### src/rtl/fetch_pkg.sv
// Shared types and constants for the instruction-fetch stage.
package fetch_pkg;

    localparam int          XLEN      = 32;
    localparam logic [31:0] PC_STEP   = 32'd4;
    localparam logic [31:0] INSTR_NOP = 32'h0;

    typedef struct packed {
        logic [XLEN-1:0] instr;
        logic [XLEN-1:0] pc;
    } fetch_out_t;

    // PC arithmetic wraps modulo 2^XLEN.
    function automatic logic [XLEN-1:0] pc_inc(input logic [XLEN-1:0] pc);
        return pc + PC_STEP;
    endfunction

endpackage

### src/rtl/fetch_skid_buf.sv
// One-entry skid buffer between the ROM response and decode; catches the
// in-flight word when decode stalls so nothing fetched is ever dropped.
module fetch_skid_buf
    import fetch_pkg::*;
(
    input  logic       clk,
    input  logic       reset,
    input  logic       flush,
    input  logic       in_valid,
    input  fetch_out_t in_data,
    input  logic       out_ready,
    output logic       out_valid,
    output fetch_out_t out_data
);

    logic       hold_valid_q;
    fetch_out_t hold_data_q;

    // NOTE: sequential state uses <= so every flop samples pre-edge values.
    always_ff @(posedge clk or posedge reset) begin
        if (reset) begin
            hold_valid_q <= 1'b0;
            // NOTE: the payload is reset too; it is tiny and keeps sim free of X.
            hold_data_q  <= '0;
        end else if (flush) begin
            hold_valid_q <= 1'b0;
        end else if (hold_valid_q && out_ready) begin
            hold_valid_q <= 1'b0;
        end else if (!hold_valid_q && in_valid && !out_ready) begin
            hold_valid_q <= 1'b1;
            hold_data_q  <= in_data;
        end
    end

    // NOTE: defaults first so no path through always_comb can infer a latch.
    always_comb begin
        out_valid      = 1'b0;
        out_data.instr = INSTR_NOP;
        out_data.pc    = '0;
        if (hold_valid_q) begin
            out_valid = 1'b1;
            out_data  = hold_data_q;
        end else if (in_valid) begin
            out_valid = 1'b1;
            out_data  = in_data;
        end
    end

endmodule

### src/rtl/fetch_unit.sv
// Instruction-fetch stage: PC register, ROM issue and redirect handling.
// Optional performance counters are built when FETCH_PERF_CNT_EN is defined.
module fetch_unit
    import fetch_pkg::*;
#(
    parameter int          ADDR_W   = 9,
    parameter logic [31:0] RESET_PC = 32'h0000_0000
) (
    input  logic              clk,
    input  logic              reset,
    output logic [ADDR_W-1:0] imem_addr,
    input  logic [31:0]       imem_dout,
    input  logic              redirect_valid,
    input  logic [31:0]       redirect_pc,
    output logic              out_valid,
    input  logic              out_ready,
    output logic [31:0]       out_instr,
    output logic [31:0]       out_pc,
    output logic [31:0]       perf_fetch_cnt,
    output logic [31:0]       perf_stall_cnt
);

    logic [XLEN-1:0] pc_q;
    logic            rsp_valid_q;
    logic [XLEN-1:0] rsp_pc_q;
    logic            issue;
    fetch_out_t      rsp_data;
    fetch_out_t      out_data;

    assign imem_addr = pc_q[ADDR_W+1:2];

    // A read is issued whenever the word on the output will leave (or none is
    // present). The skid entry and a pending response are never both valid.
    assign issue = !redirect_valid && (out_ready || !out_valid);

    always_ff @(posedge clk or posedge reset) begin
        if (reset) begin
            pc_q        <= RESET_PC;
            rsp_valid_q <= 1'b0;
            rsp_pc_q    <= '0;
        end else begin
            rsp_valid_q <= issue;
            if (redirect_valid) begin
                pc_q <= redirect_pc & ~32'h3;
            end else if (issue) begin
                pc_q     <= pc_inc(pc_q);
                rsp_pc_q <= pc_q;
            end
        end
    end

    assign rsp_data = '{instr: imem_dout, pc: rsp_pc_q};

    fetch_skid_buf u_skid (
        .clk       (clk),
        .reset     (reset),
        .flush     (redirect_valid),
        .in_valid  (rsp_valid_q),
        .in_data   (rsp_data),
        .out_ready (out_ready),
        .out_valid (out_valid),
        .out_data  (out_data)
    );

    assign out_instr = out_data.instr;
    assign out_pc    = out_data.pc;

`ifdef FETCH_PERF_CNT_EN
    logic [31:0] fetch_cnt_q;
    logic [31:0] stall_cnt_q;

    always_ff @(posedge clk or posedge reset) begin
        if (reset) begin
            fetch_cnt_q <= '0;
            stall_cnt_q <= '0;
        end else if (out_valid) begin
            if (out_ready) fetch_cnt_q <= fetch_cnt_q + 32'd1;
            else           stall_cnt_q <= stall_cnt_q + 32'd1;
        end
    end

    assign perf_fetch_cnt = fetch_cnt_q;
    assign perf_stall_cnt = stall_cnt_q;
`else
    assign perf_fetch_cnt = '0;
    assign perf_stall_cnt = '0;
`endif

endmodule

### config.mk
export PLATFORM = sky130hd
export DESIGN_NAME = fetch_unit
export DESIGN_NICKNAME = d
export VERILOG_FILES = /design/src/rtl/fetch_pkg.sv /design/src/rtl/fetch_skid_buf.sv /design/src/rtl/fetch_unit.sv
export SDC_FILE = /design/constraint.sdc
export NUM_CORES = 1
export LEC_CHECK = 0
export ABC_AREA = 0
export CORE_MARGIN = 5
export CORE_UTILIZATION = 45
export CTS_CLUSTER_SIZE = 28
export DETAILED_ROUTE_END_ITERATION = 6
export HOLD_SLACK_MARGIN = 0.03
export PLACE_DENSITY = 0.75
export SYNTH_ARGS = -nofsm -noshare
export SYNTH_HDL_FRONTEND = slang
export SYNTH_SLANG_ARGS = --single-unit
### constraint.sdc
create_clock -name clk -period 5.65 [get_ports clk]
set_input_delay 1.13 -clock clk [delete_from_list [all_inputs] [get_ports clk]]
set_output_delay 1.13 -clock clk [all_outputs]
set_load 0.005 [all_outputs]
Word level (Yosys, flattened, before mapping)

Index checks and enable logic that the tools add are counted.
Widths: inputs -> output; s select.

Output and inout bits: 138
Input bits: 68
Bits in registers: 130

Reduce and logical (&&, ||, !) cells: 13
$add $sub $neg: 1
Mux-type cells: 9
Bitwise gates (word level): 2

Operator list:

| kind                  | number |
|---|---|
| $mux 64               | 2 |
| $mux 32               | 2 |
| $add 32x3->32 const B | 1 |
| $mux 1                | 5 |
| $logic_and 1x1->1     | 4 |
| $logic_not 1->1       | 4 |
| $reduce_and 3->1      | 1 |
| $reduce_bool 3->1     | 1 |
| $not 1->1             | 2 |
| $reduce_and 2->1      | 1 |
| $reduce_bool 2->1     | 1 |
| $logic_or 1x1->1      | 1 |

Logic depth before layout (Yosys ltp)

Gate-level depths: netlist of the first run.

Word-level depth: 7
Mapped depth: 7

Modules after synthesis

A second synthesis of the first run with hierarchy kept.

Cell total of the unflattened synthesis: 662
Area, all modules: 7181.9 um^2

Modules (own cells, without submodules):

| module         | area an instance (um^2) | times used | sequential area each (um^2) | cells an instance |
|---|---|---|---|---|
| fetch_unit     | 3663.5                  | 1          | 1526.5                      | 371 |
| fetch_skid_buf | 3518.4                  | 1          | 1626.6                      | 291 |

Worst setup path after synthesis of the first run

No wires, ideal clock.

Path type: input -> output
From: input port imem_dout[0]
To: output port out_instr[0]
Data arrival time: 1342 ps
Setup slack: 3178 ps
Required time: 4520 ps
Stages: 2
Cells stage by stage: nand2_1 -> o21ai_0

Longest elaborated chain between the ends: 2

Ends and longest elaborated chain:

| what            | line                 | RTL |
|---|---|---|
| start, declared | fetch_unit.sv:12     | `input logic [31:0] imem_dout,` |
| $mux 64         | fetch_skid_buf.sv:43 | `end else if (in_valid) begin` |
| $mux 64         | fetch_skid_buf.sv:40 | `if (hold_valid_q) begin` |
| end, declared   | fetch_unit.sv:17     | `output logic [31:0] out_instr,` |

No other way between the ends.

Final worst setup path of the first run

From: register u_skid.hold_valid_q
To: output port out_pc[30]

Longest elaborated chain between the ends: 1

Ends and longest elaborated chain:

| what                   | line                 | RTL |
|---|---|---|
| start, declared        | fetch_skid_buf.sv:16 | `logic hold_valid_q;` |
| start signal, assigned | fetch_skid_buf.sv:22 | `hold_valid_q <= 1'b0;` |
| start signal, assigned | fetch_skid_buf.sv:26 | `hold_valid_q <= 1'b0;` |
| start signal, assigned | fetch_skid_buf.sv:28 | `hold_valid_q <= 1'b0;` |
| $mux 64                | fetch_skid_buf.sv:40 |  |
| end, declared          | fetch_unit.sv:18     | `output logic [31:0] out_pc,` |

No other way between the ends.

==> flow_summary.toml, run 1 <==
[cells_and_area]
diodes = 0
drive_gt1_share_pct = 17.3
final_cell_area_um2 = 8460
area_growth_pct = 25.6
n_fill_cell = 1288
final_nets = 860
final_core_util_pct = 58.0
fin_cells = 986

[detailed_routing]
postRouteAntennaNets = 0
wl_per_cell_um = 15.7
route.detailed.drc = 0
wl_mm = 15.5
vias = 5094
first_pass_iters = 4
dr.first_iter.drc_count = 207
vias_per_cell = 5.17
wl_met1_mm = 6.77
wl_met3_um = 946
routed.top_layer = "met4"
route.met2.wl_mm = 7.59

[yosys]
synth_top_area_share_pct = 46.1
syn_area_um2 = 6740
synth_compound_gate_area_share_pct = 10.1
synthAdderAreaFrac_pct = 0.186
seq_area_frac_synth_pct = 46.1
synth.most_common_cell = "nand2_1"
synth.distinct_cells = 49
synth_cells = 683
synth-edff-count = 0
syn_area_per_cell_um2 = 9.86
synthArstFlopShare_pct = 100
ys.flop_type = "dfrtp_1"
ys_warn_count = 0
synth_area_leaders = "dfrtp_1 (46%), mux2_2 (16%), buf_4 (8.4%), nand2_1 (7.9%), o21ai_0 (5.1%)"
synth_common_cells = "nand2_1 (141), dfrtp_1 (124), mux2_2 (93), buf_4 (75), o21ai_0 (68)"
synth_top_family_by_area = "multiplexers"
ys_seq_elements = 124
yosys.area.top_type = "dfrtp_1"
synthMuxAreaShare_pct = 15.7
synthSimpleGateAreaFrac_pct = 15.4
synth_xor_xnor_area_share_pct = 0.780

[timing]
finalWorstSetupSlack_ps = 1920
max_freq_ghz = 0.268
finalMaxSlewViolations = 0
finClkSkew_ps = 8.54
worst_slew_pin_slew_ps = 1130
setup_violations = 0
period_needed_ps = 3730
fin_crit_sh_pct = 66.0
hold_viol = 0
fin_setup_tns_ps = 0
relSlewSlack_pct = 24.8
rsz0062_at_grt = "no"

[placed_design]
io_buffers = 137
place_inst = 956
place_congestion = 0.752
pre_cts_slack_ps = 1970
dp.final_hpwl_mm = 10.7
dpl-instance-area_um2 = 7880

[cts]
insertion_delay_ps = 410
cts.path.max_buffers = 2
cts_tree = "yes"
cts_hold_buf = 0
cts.sinks = 124
h-tree-depth = 4
cts_made_buffers = 17
post_cts_resize_count = 0
cts_setup_buffers = 0
clk_pin_slew_ps = 60
cts_root_buf = "clkbuf_16"

[pwr]
intPower_uw = 2130
ir_worst_vdd_mv = 0.195
power_frac_clock_pct = 37.5
p_comb_share_pct = 18.9
p_per_area_nw_per_um2 = 336
switching_share_pct = 25.2
leakage_uw = 0.00345
pwr-share-seq_pct = 43.6
switchingPower_uw = 715

[flow_run]
max_cap_violations = 0

[global_routing]
grt_pass1_vias = 4959
antenna_found_initial = 0
grtUsageTotal_pct = 17.6
gr-total-overflow = 0
grt_max_degree = 125
grt_pass1_wl_mm = 25.3

[setup_path]
rrSetupSlack_ps = 2680
arrival_ps = 2600
crit_path_start_kind = "flip-flop"
crit_type = "flip-flop to output pin"
cp.required_ps = 4520
crit_fanout = 124
setup.worst_path.end_class = "output pin"

[die]
start_util_pct = 46.2
die-area_um2 = 17500
die-height_um = 132
fp.dieW_um = 132
core_um2 = 14600
rows = 44
io-pin-count = 206

[run_status]
status = "finished, final reports clean"

[min_path]
worstHoldPathType = "flip-flop to flip-flop"
-- worst max-delay path, cell delays in order, from the launching register on --
cell and delay (ps):
dfrtp_4 1110, nor2b_1 270, a22o_1 260, clkdlybuf4s50_1 470
-- final cells by class --
class | instances | area (um2) | share of cell area [%]
clock inverters | 7 | 87.6 | 1.04
clock buffers | 23 | 498 | 5.89
flip-flops and latches | 124 | 3110 | 36.7
multi-input cells | 499 | 3090 | 36.5
repair buffers | 144 | 1420 | 16.8
well taps | 184 | 230 | 2.72
inverters | 5 | 21.3 | 0.251
-- state kept, by name, indices dropped and copies added (netlist names) --
register,cells
pc_q,30
rsp_pc_q,30
rsp_valid_q,1
u_skid.hold_data_q,62
u_skid.hold_valid_q,1
-- metal layers --
metal / vias to the layer above / GRT usage [%]
met5: - / 0
met4: 0 / 5.26
met3: 14 / 4.54
met2: 153 / 29.6
met1: 2469 / 22.2
li1: 2458 / -
-- cells by family (layout without fill, tap and decap cells) --
kind of cell | count (synthesis) | count (layout)
simple gates | 220 | 220
buf+inv | 125 | 179
flops | 124 | 124
fa+ha+maj | 1 | 1
mux | 94 | 94
other cells | 1 | 66
xor+xnor | 6 | 6
compound gates | 112 | 112
-- worst paths after layout --
check / depth (start not counted) / end / startpoint
setup / recovery: 3 / out_pc[30] / u_skid.hold_valid_q
hold / removal: 1 / u_skid.hold_data_q[51] / u_skid.hold_data_q[51]
setup reg to reg: 5 / pc_q[24] / rsp_valid_q
hold reg to reg: 1 / u_skid.hold_data_q[51] / u_skid.hold_data_q[51]
max in group asynchronous: 3 / u_skid.hold_data_q[19] / reset
min in group asynchronous: 2 / u_skid.hold_data_q[56] / reset
-- layout by cell type, fill, tap and decap left out, drive strengths merged, types with 9 or more instances in the layout --
| master | count |
|---|---|
| nand2 | 141 |
| clkdlybuf4s50 | 137 |
| dfrtp | 124 |
| mux2 | 93 |
| o21ai | 68 |
| conb | 66 |
| clkbuf | 23 |
| nor2 | 15 |
| or4 | 14 |
| a31oi | 13 |
| nand3 | 12 |
| o31ai | 12 |
| nand4 | 9 |
-- metrics by stage --
step | total power, uW | hold slack, ps
2_1_floorplan | 1580 | 481
3_3_place_gp | 1770 | 488
3_5_place_dp | 1800 | 495
4_1_cts | 2880 | 506
5_1_grt | 2990 | 514
6_report | 2840 | 503
-- power by group through the flow --
stage               Sequential, uW  Combinational [uW]  Clock [uW]
finish                        1240                 538        1060
global route                  1270                 596        1130
CTS                           1240                 549        1090
detailed placement            1250                 547           0
global placement              1240                 532           0
floorplan                     1200                 383           0
(Power assumes the default switching activity.)
==> run 2: changes to the inputs <==
CORE_UTILIZATION = 43   (was 45)
clock period = 3.3 ns   (was 5.65 ns; I/O delays follow)
==> run 2 against run 1 <==
Via count up 2.0%. Clock skew is essentially flat. Sequential cell count did not move. Hold slack improved by 1.9 ps. Critical path type unchanged. Critical endpoint is now out_pc[12].
==> flow_summary.toml, run 2 (synthesis results as in run 1) <==
[timing]
fin_crit_sh_pct = 92.0
rsz0062_at_grt = "no"
max_freq_ghz = 0.329
finalMaxSlewViolations = 0
hold_viol = 0
relSlewSlack_pct = 37.3
fin_setup_tns_ps = 0
setup_violations = 0
worst_slew_pin_slew_ps = 938
period_needed_ps = 3040
timing.hold.ws_ps = 504
finClkSkew_ps = 8.09

[detailed_routing]
wl_per_cell_um = 15.4
route.detailed.drc = 0
vias_per_cell = 5.08
vias = 5195
postRouteAntennaNets = 0
first_pass_iters = 4
wl_mm = 15.7
dr.first_iter.drc_count = 330

[placed_design]
dpl-instance-area_um2 = 8030
place_congestion = 0.766
dp.final_hpwl_mm = 11.1
place_inst = 991
io_buffers = 137

[cells_and_area]
largest-register = "u_skid.hold_data_q"
top_regs = "u_skid.hold_data_q (62), pc_q (30), rsp_pc_q (30)"
final_cell_area_um2 = 8660
area_growth_pct = 28.6
diodes = 0
fin_cells = 1023
final_nets = 868
drive_gt1_share_pct = 18.3
layout_common_cells = "nand2_1 (141), clkdlybuf4s50_1 (137), dfrtp_1 (122)"
layout_commonest_cell = "nand2_1"
largest_reg_flops = 62

[cts]
cts.sinks = 124
clk_pin_slew_ps = 60
h-tree-depth = 4
post_cts_resize_count = 0
cts_hold_buf = 0
cts_setup_buffers = 0
cts.path.max_buffers = 2
insertion_delay_ps = 410
cts_tree = "yes"
cts_root_buf = "clkbuf_16"
cts_made_buffers = 17

[die]
fp.dieW_um = 135
die-height_um = 135
rows = 45
start_util_pct = 44.1
core_um2 = 15300
io-pin-count = 206
die-area_um2 = 18300

[min_path]
worstHoldPathType = "flip-flop to flip-flop"

[global_routing]
grtUsageTotal_pct = 17.3
gr-total-overflow = 0
antenna_found_initial = 0
grt_pass1_wl_mm = 25.2
grt_pass1_vias = 4913
grt_max_degree = 57

[setup_path]
setup.worst_path.end_class = "output pin"
crit_type = "flip-flop to output pin"
crit_path_start_kind = "flip-flop"
arrival_ps = 2380
cp.required_ps = 2640
crit_fanout = 28

[flow_run]
max_cap_violations = 0

[run_status]
status = "finished, final reports clean"

[pwr]
ir_worst_vdd_mv = 0.358
leakage_uw = 0.00352
finalPower_uw = 5030
p_per_area_nw_per_um2 = 581
[run 2: cell types whose count changed in the layout (fill, tap and decap cells not counted), moves of 2 or more]
cell	change
buf_12	+5
clkbuf_8	-3
buf_4	+3
clkinvlp_4	+2
bufinv_16	+2
[run 2: metal layers]
layer	track usage, %	wire length, um	vias up
met5	0	0	-
met4	5.38	168	0
met3	4.20	1150	14
met2	27.9	7610	182
met1	23.1	6820	2511
li1	-	-	2488
[run 2: final timing paths]
check                                        from                      to  slack [ps]  depth (start not counted)
hold reg to reg            u_skid.hold_data_q[21]  u_skid.hold_data_q[21]         500                          1
hold / removal             u_skid.hold_data_q[21]  u_skid.hold_data_q[21]         500                          1
setup reg to reg                      rsp_valid_q            rsp_pc_q[30]         740                          6
max in group asynchronous                   reset   u_skid.hold_data_q[5]        1760                          3
min in group asynchronous                   reset  u_skid.hold_data_q[49]         800                          2
setup / recovery                      rsp_valid_q              out_pc[12]         260                          4
[run 2: critical path, stage by stage (launching register included)]
cell             delay [ps]
dfrtp_2                 720
buf_4                   320
nand2_1                  70
o21ai_0                 270
clkdlybuf4s50_1         570
[run 2: through the flow]
stage                     worst slack (ps)  util, %
after global placement                 617     52.6
after detailed placement               594     52.6
after CTS                              205     56.7
after global routing                   119     56.7
after floorplan                       1110        -
final                                  263     56.7
[run 2: area by class of cell]
| class | instances | area (um2) |
|---|---|---|
| repair buffers | 152 | 1550 |
| well taps | 211 | 264 |
| inverters | 5 | 22.5 |
| fillers | 1320 | 6600 |
| clock buffers | 20 | 457 |
| multi-input cells | 499 | 3090 |
| clock inverters | 12 | 169 |
| flip-flops and latches | 124 | 3110 |
[run 2: where the power goes]
part	switching, uW	internal, uW	leakage [uW]
Sequential	243	1870	0.00146
Combinational	364	589	0.00175
Clock	668	1300	0.000306
